File: src/rtl/mem_stage.sv
// mem_stage: memory-access stage; waits for data SRAM data_ok, extends load data, feeds WB and decode bypass.
// Optional MS_FWD_EN drives ms_to_ds_fwd_bus; when undefined the bypass bus is tied to zero.
module mem_stage #(
  parameter int ES_TO_MS_BUS_WD = 75,
  parameter int MS_TO_WS_BUS_WD = 70,
  parameter int MS_FWD_BUS_WD   = 39
) (
  input  logic                       clk,
  input  logic                       reset,
  output logic                       ms_allowin,
  input  logic                       es_to_ms_valid,
  input  logic [ES_TO_MS_BUS_WD-1:0] es_to_ms_bus,
  input  logic                       ws_allowin,
  output logic                       ms_to_ws_valid,
  output logic [MS_TO_WS_BUS_WD-1:0] ms_to_ws_bus,
  input  logic                       data_sram_data_ok,
  input  logic [31:0]                data_sram_rdata,
  output logic [MS_FWD_BUS_WD-1:0]   ms_to_ds_fwd_bus
);
  logic                       ms_valid;
  logic                       buf_valid;
  logic [31:0]                buf_rdata;
  logic [ES_TO_MS_BUS_WD-1:0] es_to_ms_bus_r;
  logic                       mem_req;
  logic                       res_from_mem;
  logic [2:0]                 mem_op;
  logic                       gr_we;
  logic [4:0]                 dest;
  logic [31:0]                alu_result;
  logic [31:0]                pc;
  logic                       ms_ready_go;
  logic                       accept;
  logic                       leave;
  logic [31:0]                word;
  logic [31:0]                shifted;
  logic [7:0]                 byte_sel;
  logic [15:0]                half_sel;
  logic [31:0]                load_result;
  logic [31:0]                final_result;
  assign {mem_req, res_from_mem, mem_op, gr_we, dest, alu_result, pc} = es_to_ms_bus_r;
  assign ms_ready_go    = ~mem_req | buf_valid | data_sram_data_ok;
  assign ms_to_ws_valid = ms_valid & ms_ready_go;
  assign ms_allowin     = ~ms_valid | (ms_ready_go & ws_allowin);
  assign accept         = ms_valid & mem_req & ~buf_valid & data_sram_data_ok;
  assign leave          = ms_to_ws_valid & ws_allowin;
  always_ff @(posedge clk) begin
    if (reset) begin
      ms_valid  <= 1'b0;
      buf_valid <= 1'b0;
    end else begin
      if (ms_allowin) ms_valid <= es_to_ms_valid;
      if (leave) buf_valid <= 1'b0;
      else if (accept & ~ws_allowin) buf_valid <= 1'b1;
    end
  end
  // payload registers carry no reset; they are qualified by ms_valid / buf_valid
  always_ff @(posedge clk) begin
    if (es_to_ms_valid & ms_allowin) es_to_ms_bus_r <= es_to_ms_bus;
    if (accept & ~ws_allowin) buf_rdata <= data_sram_rdata;
  end
  always_comb begin
    word     = buf_valid ? buf_rdata : data_sram_rdata;
    shifted  = word >> {alu_result[1:0], 3'b000};
    byte_sel = shifted[7:0];
    half_sel = alu_result[1] ? word[31:16] : word[15:0];
    load_result = mem_op == 3'b001 ? {{24{byte_sel[7]}}, byte_sel} :
                  mem_op == 3'b101 ? {24'b0, byte_sel} :
                  mem_op == 3'b010 ? {{16{half_sel[15]}}, half_sel} :
                  mem_op == 3'b110 ? {16'b0, half_sel} : word;
    final_result = res_from_mem ? load_result : alu_result;
  end
  assign ms_to_ws_bus = {gr_we, dest, final_result, pc};
`ifdef MS_FWD_EN
  assign ms_to_ds_fwd_bus = {ms_valid & res_from_mem & ~ms_ready_go, ms_valid & gr_we, dest, final_result};
`else
  assign ms_to_ds_fwd_bus = '0;
`endif
endmodule

File: config.mk
export PLATFORM = sky130hd
export DESIGN_NAME = mem_stage
export DESIGN_NICKNAME = d
export VERILOG_FILES = /design/src/rtl/mem_stage.sv
export SDC_FILE = /design/constraint.sdc
export NUM_CORES = 1
export LEC_CHECK = 0
export CORE_ASPECT_RATIO = 1.5
export CORE_MARGIN = 3
export CORE_UTILIZATION = 45
export CTS_BUF_LIST = sky130_fd_sc_hd__clkbuf_8
export DETAILED_ROUTE_END_ITERATION = 8
export PLACE_DENSITY = 0.93
export SLEW_MARGIN = 10
export SYNTH_ARGS = -nofsm -noshare
export SYNTH_HDL_FRONTEND = slang
export SYNTH_SLANG_ARGS = --single-unit
File: constraint.sdc
create_clock -name clk -period 6.8 [get_ports clk]
set_input_delay 0.68 -clock clk [delete_from_list [all_inputs] [get_ports clk]]
set_output_delay 0.68 -clock clk [all_outputs]
set_load 0.03 [all_outputs]
; After elaboration in Yosys (flattened, before gate mapping)
; Cells that the tools add are included.
[totals]
register_bits = 109
latchBits = 0
mem_bits_rw = 0
mem_bits_ro = 0
inputBits = 112
out_inout_bits = 111
wordCells = 32
mem_count = 0
[classes]
addsub = 0
multipliers = 0
div_mod_pow = 0
n_lt_le_gt_ge = 0
n_eq_ne = 4
n_shift = 1
muxes = 7
bitwise = 15
reduce_logical = 1
[op_table]
columns = operator, n
row1 = 2-to-1 mux 32 bit, 6
row2 = >> shifter 32 x 5 -> 8 bit, 1
row3 = 2-to-1 mux 16 bit, 1
row4 = bitwise AND 1 bit, 8
row5 = equality test 3 bit (second input constant), 2
row6 = NOT 1 bit, 4
row7 = equality test 3 x 1 -> 1 bit (second input constant), 1
row8 = equality test 3 x 2 -> 1 bit (second input constant), 1
row9 = OR 1 bit, 3
row10 = OR reduction 2 bit, 1

; Depth between registers and ports, before layout
[depth]
word_depth = 7
mapped_depth = 7
ltp_nobuf = 4

; Worst setup path after synthesis
; Ideal clock, no wire load.
[synth_path]
kind = register to register
start = reg buf_valid
end = reg es_to_ms_bus_r[0] (enable)
setup_ps = 533
arrival_ps = 4875
required_time_ps = 6267
path_slack_ps = 1392
path_stages_with_launch = 7
n_path_buf = 3
synth_period_minus_slack_ps = 5408
cell_sequence = dfxtp_1 -> buf_6 -> buf_4 -> buf_2 -> nand2b_1 -> o21ai_0 -> a21oi_1
[synth_via]
elab_chain_cells = 5
[synth_lines]
columns = item, line
row1 = from (decl), 21  ; logic buf_valid;
row2 = from (signal assigned), 49  ; buf_valid <= 1'b0;
row3 = from (signal assigned), 52  ; if (leave) buf_valid <= 1'b0;
row4 = from (signal assigned), 53  ; else if (accept & ~ws_allowin) buf_valid <= 1'b1;
row5 = OR 1 bit (2 in series), 41  ; assign ms_ready_go = ~mem_req | buf_valid | data_sram_data_ok;
row6 = bitwise AND 1 bit, 43  ; assign ms_allowin = ~ms_valid | (ms_ready_go & ws_allowin);
row7 = OR 1 bit, 43
row8 = bitwise AND 1 bit, 58  ; if (es_to_ms_valid & ms_allowin) es_to_ms_bus_r <= es_to_ms_bus;
row9 = to (signal assigned), 58
row10 = to (decl), 23  ; logic [ES_TO_MS_BUS_WD-1:0] es_to_ms_bus_r;
; No other way between the ends.
; A chain may end at the register's enable or synchronous reset.

; Final worst setup path
[layout_path]
start = reg buf_valid
end = out ms_to_ws_bus[47]
[layout_via]
elab_chain_cells = 7
elab_cells_between_ends = 8
cone_classes = shift (1) / mux (7)
[layout_lines]
columns = item, line
row1 = 2-to-1 mux 32 bit (*), 62  ; word = buf_valid ? buf_rdata : data_sram_rdata;
row2 = branches (longest 4 deep; another with >> shifter 32 x 5 -> 8 bit), --
row3 = 2-to-1 mux 32 bit (*), 66  ; load_result = mem_op == 3'b001 ? {{24{byte_sel[7]}}, byte_sel} :
row4 = 2-to-1 mux 32 bit (*), 70  ; final_result = res_from_mem ? load_result : alu_result;
row5 = to (decl), 15  ; output logic [MS_TO_WS_BUS_WD-1:0] ms_to_ws_bus,
; Mark *: on every way between the ends.

==> qor.txt <==
DR pass1 iterations -> 4
Final min period -> 4.204 ns
N_diodes -> 0
Crit path kind -> reg2out
I/O Pins -> 223
Post-synth ARST share -> 0
Post-placement cell count -> 664
Slew headroom -> 0.3750
Max Clock Freq -> 237.8 MHz
P_leak -> 2.565 nW
Seq cells post-synth -> 109
Worst Hold End -> ms_valid$_SDFFE_PP0P_
Outcome -> finished, final reports clean
Crit Reg-Reg Endpoint -> es_to_ms_bus_r[12]$_DFFE_PP_
Die ar. -> 13460 sq um
Post-CTS setup repair buffer count -> 0
Post-DP HPWL -> 10430 um
Worst-Skew Late Latency -> 0.36 ns
Hold-fix buffers, CTS -> 0
Clk pin slew, worst setup/hold paths -> 0.11 ns
Antenna violations before repair -> 0
Crit end category -> output port
GRT Total Usage -> 0.2014
ANT nets after route -> 0
CTS root buf -> clkbuf_8
Pin count of the biggest net entering global routing -> 52
Worst Reg-to-Reg Cells -> 4
Comb pwr share -> 0.229
WL final -> 13500 um
Worst setup SP type -> flop
Port buffer count -> 183
Max VDD drop -> 0.1392 mV
Max Cap Viol -> 0
Global route overflow -> 0
Chip height -> 140.6 um
Most frequent cells in the layout -> clkdlybuf4s50_1 (183), edfxtp_1 (107), conb_1 (39)
Hold depth -> 2
Final period util -> 0.6183
Worst Skew -> 0.01924 ns
RSZ-0062 raised after global routing -> no
Via density -> 5.256
Core Footprint -> 11650 sq um
Avg Inst Size Synth -> 14.23 sq um
Slowest-stage cell, CP -> dfxtp_2
Distinct cells, synth -> 32
DR iter-0 viols -> 267
Vias -> 3574
Crit path arrival time -> 3.52 ns
CP bufs+invs -> 1
Clock Path Buffers -> 2
Most common cell after layout, fill and taps aside -> clkdlybuf4s50_1
CTS tree -> yes
Layout cells sized above 1 -> 0.07925
Syn-to-layout area delta -> 32.50%
Setup TNS -> 0 ns
Final Hold Fails -> 0
GPL Wtd Cong -> 0.8125
Yosys top cell by area -> edfxtp_1
Yosys top cell area share -> 0.5910
P_sw -> 0.0004430 W
Slowest stage delay, CP -> 0.96 ns
CTS-repair resized insts -> 0
Min-delay src -> ms_valid$_SDFFE_PP0P_
Worst Tran Pin Value -> 0.9375 ns
Synth Instances -> 382
Vias in the first global route -> 3799
Drt wl/cell -> 19.85 um
Nets@finish -> 637
H-tree level count -> 3
Yosys warns -> 0
CTS Sinks -> 109
Drt drc -> 0
Pwr dens -> 215.9 nW/um^2
Flop pwr share -> 0.506
Row cnt -> 48
Die width -> 95.75 um
Post-synth EDFFs -> 107
Sw Ratio -> 0.2849
Clock power share -> 0.265
CP Cell Sequence -> mux2i_1, o22ai_1, o211ai_1, o21ai_0, clkdlybuf4s50_1
Hold Crit Class -> reg2reg
Required time worst endpoint -> 6.12 ns
Max-slew violations -> 0
Worst r2r src -> buf_valid$_SDFFE_PP0P_
Most used DFF post-synth -> edfxtp_1
R2r setup slk -> 3.47 ns
First-pass GRT wire length -> 20270 um
CTS Buf Count -> 9
# setup viols final -> 0
Internal Power -> 0.001112 W
Crit-path leading delay family -> compound AO/OA/AOI/OAI gates
CP max FO -> 35
Overall power -> 0.001555 W
Seq/Total Area, Yosys -> 0.5984
Non-Filler Instances -> 680
Synth Cell Area -> 5436 sq um
Initial cell density of the core -> 0.4666
Synth top area cells -> edfxtp_1 (59%), buf_4 (11%), mux2i_1 (5.9%), mux4_2 (5.8%), o22a_1 (2.6%)
## power by group through the flow
stage / registers [W] / clock network (W) / logic [W]
floorplan: 0.000801 / 0 / 0.000227
global placement: 0.000801 / 0 / 0.000349
detailed placement: 0.000804 / 0 / 0.000356
CTS: 0.000788 / 0.000426 / 0.000358
global route: 0.000791 / 0.000455 / 0.000376
finish: 0.000788 / 0.000412 / 0.000355
## per-layer routing
metal / track usage / part of all wire
met5: 0 / 0
met3: 0.05446 / 0.089
met1: 0.2179 / 0.33
met2: 0.3614 / 0.55
met4: 0.08396 / 0.025
## through the flow
step           instance area (sq um)  setup WS [ns]  utilization  hold slack, ns
2_1_floorplan                   5579          1.392            -          0.5251
3_3_place_gp                    6989          3.092       0.5999          0.5276
3_5_place_dp                    6989          2.935       0.5999          0.5646
4_1_cts                         7203          2.567       0.6182          0.5811
5_1_grt                         7203          2.336       0.6182          0.6285
6_report                        7203          2.596       0.6182          0.5838
## registers in the layout, summed over array words and instances (netlist names)
name / count
es_to_ms_bus_r: 75
buf_rdata: 32
buf_valid: 1
ms_valid: 1
## worst max path at each step
stage,end,from,cells past startpoint
floorplan,es_to_ms_bus_r[0]$_DFFE_PP_,buf_valid$_SDFFE_PP0P_,6
global placement,ms_to_ws_bus[47],data_sram_rdata[23],6
detailed placement,ms_to_ws_bus[47],data_sram_rdata[23],6
CTS,ms_to_ws_bus[47],buf_valid$_SDFFE_PP0P_,5
global route,ms_to_ws_bus[47],buf_valid$_SDFFE_PP0P_,5
finish,ms_to_ws_bus[47],buf_valid$_SDFFE_PP0P_,5
## kinds of logic (layout without fill, tap and decap cells)
family	after synthesis	in the layout	share of synthesized area
compound gates	58	58	0.08124
xor+xnor	1	1	0.001611
buf+inv	100	210	0.1270
flops	109	109	0.5984
mux	50	50	0.1362
other cells	1	39	0.0006898
simple gates	63	63	0.05477
## area by class of cell
cell class | instances | area (sq um)
fill | 873 | 4448
sequential | 109 | 3254
timing repair buffer | 189 | 1877
multi-input combinational | 211 | 1652
tap | 150 | 187.7
clock buffer | 9 | 123.9
clock inverter | 7 | 90.09
inverter | 5 | 18.77
## cell usage after synthesis, types with 8 or more instances
master / count
clkbuf_1: 9
nor2_1: 23
o21ai_0: 11
mux2i_1: 32
a22oi_1: 8
mux4_2: 14
o22a_1: 16
nand2_1: 18
nand2b_1: 10
buf_4: 78
edfxtp_1: 107
## worst register-to-register path, cell delays in order, from the launching register on
cell and delay (ns):
dfxtp_2 0.96, nand2b_1 0.28, o21ai_0 0.23, a21oi_4 0.78
buf_4 0.69
No activity file was read; power rests on OpenSTA's default activity.
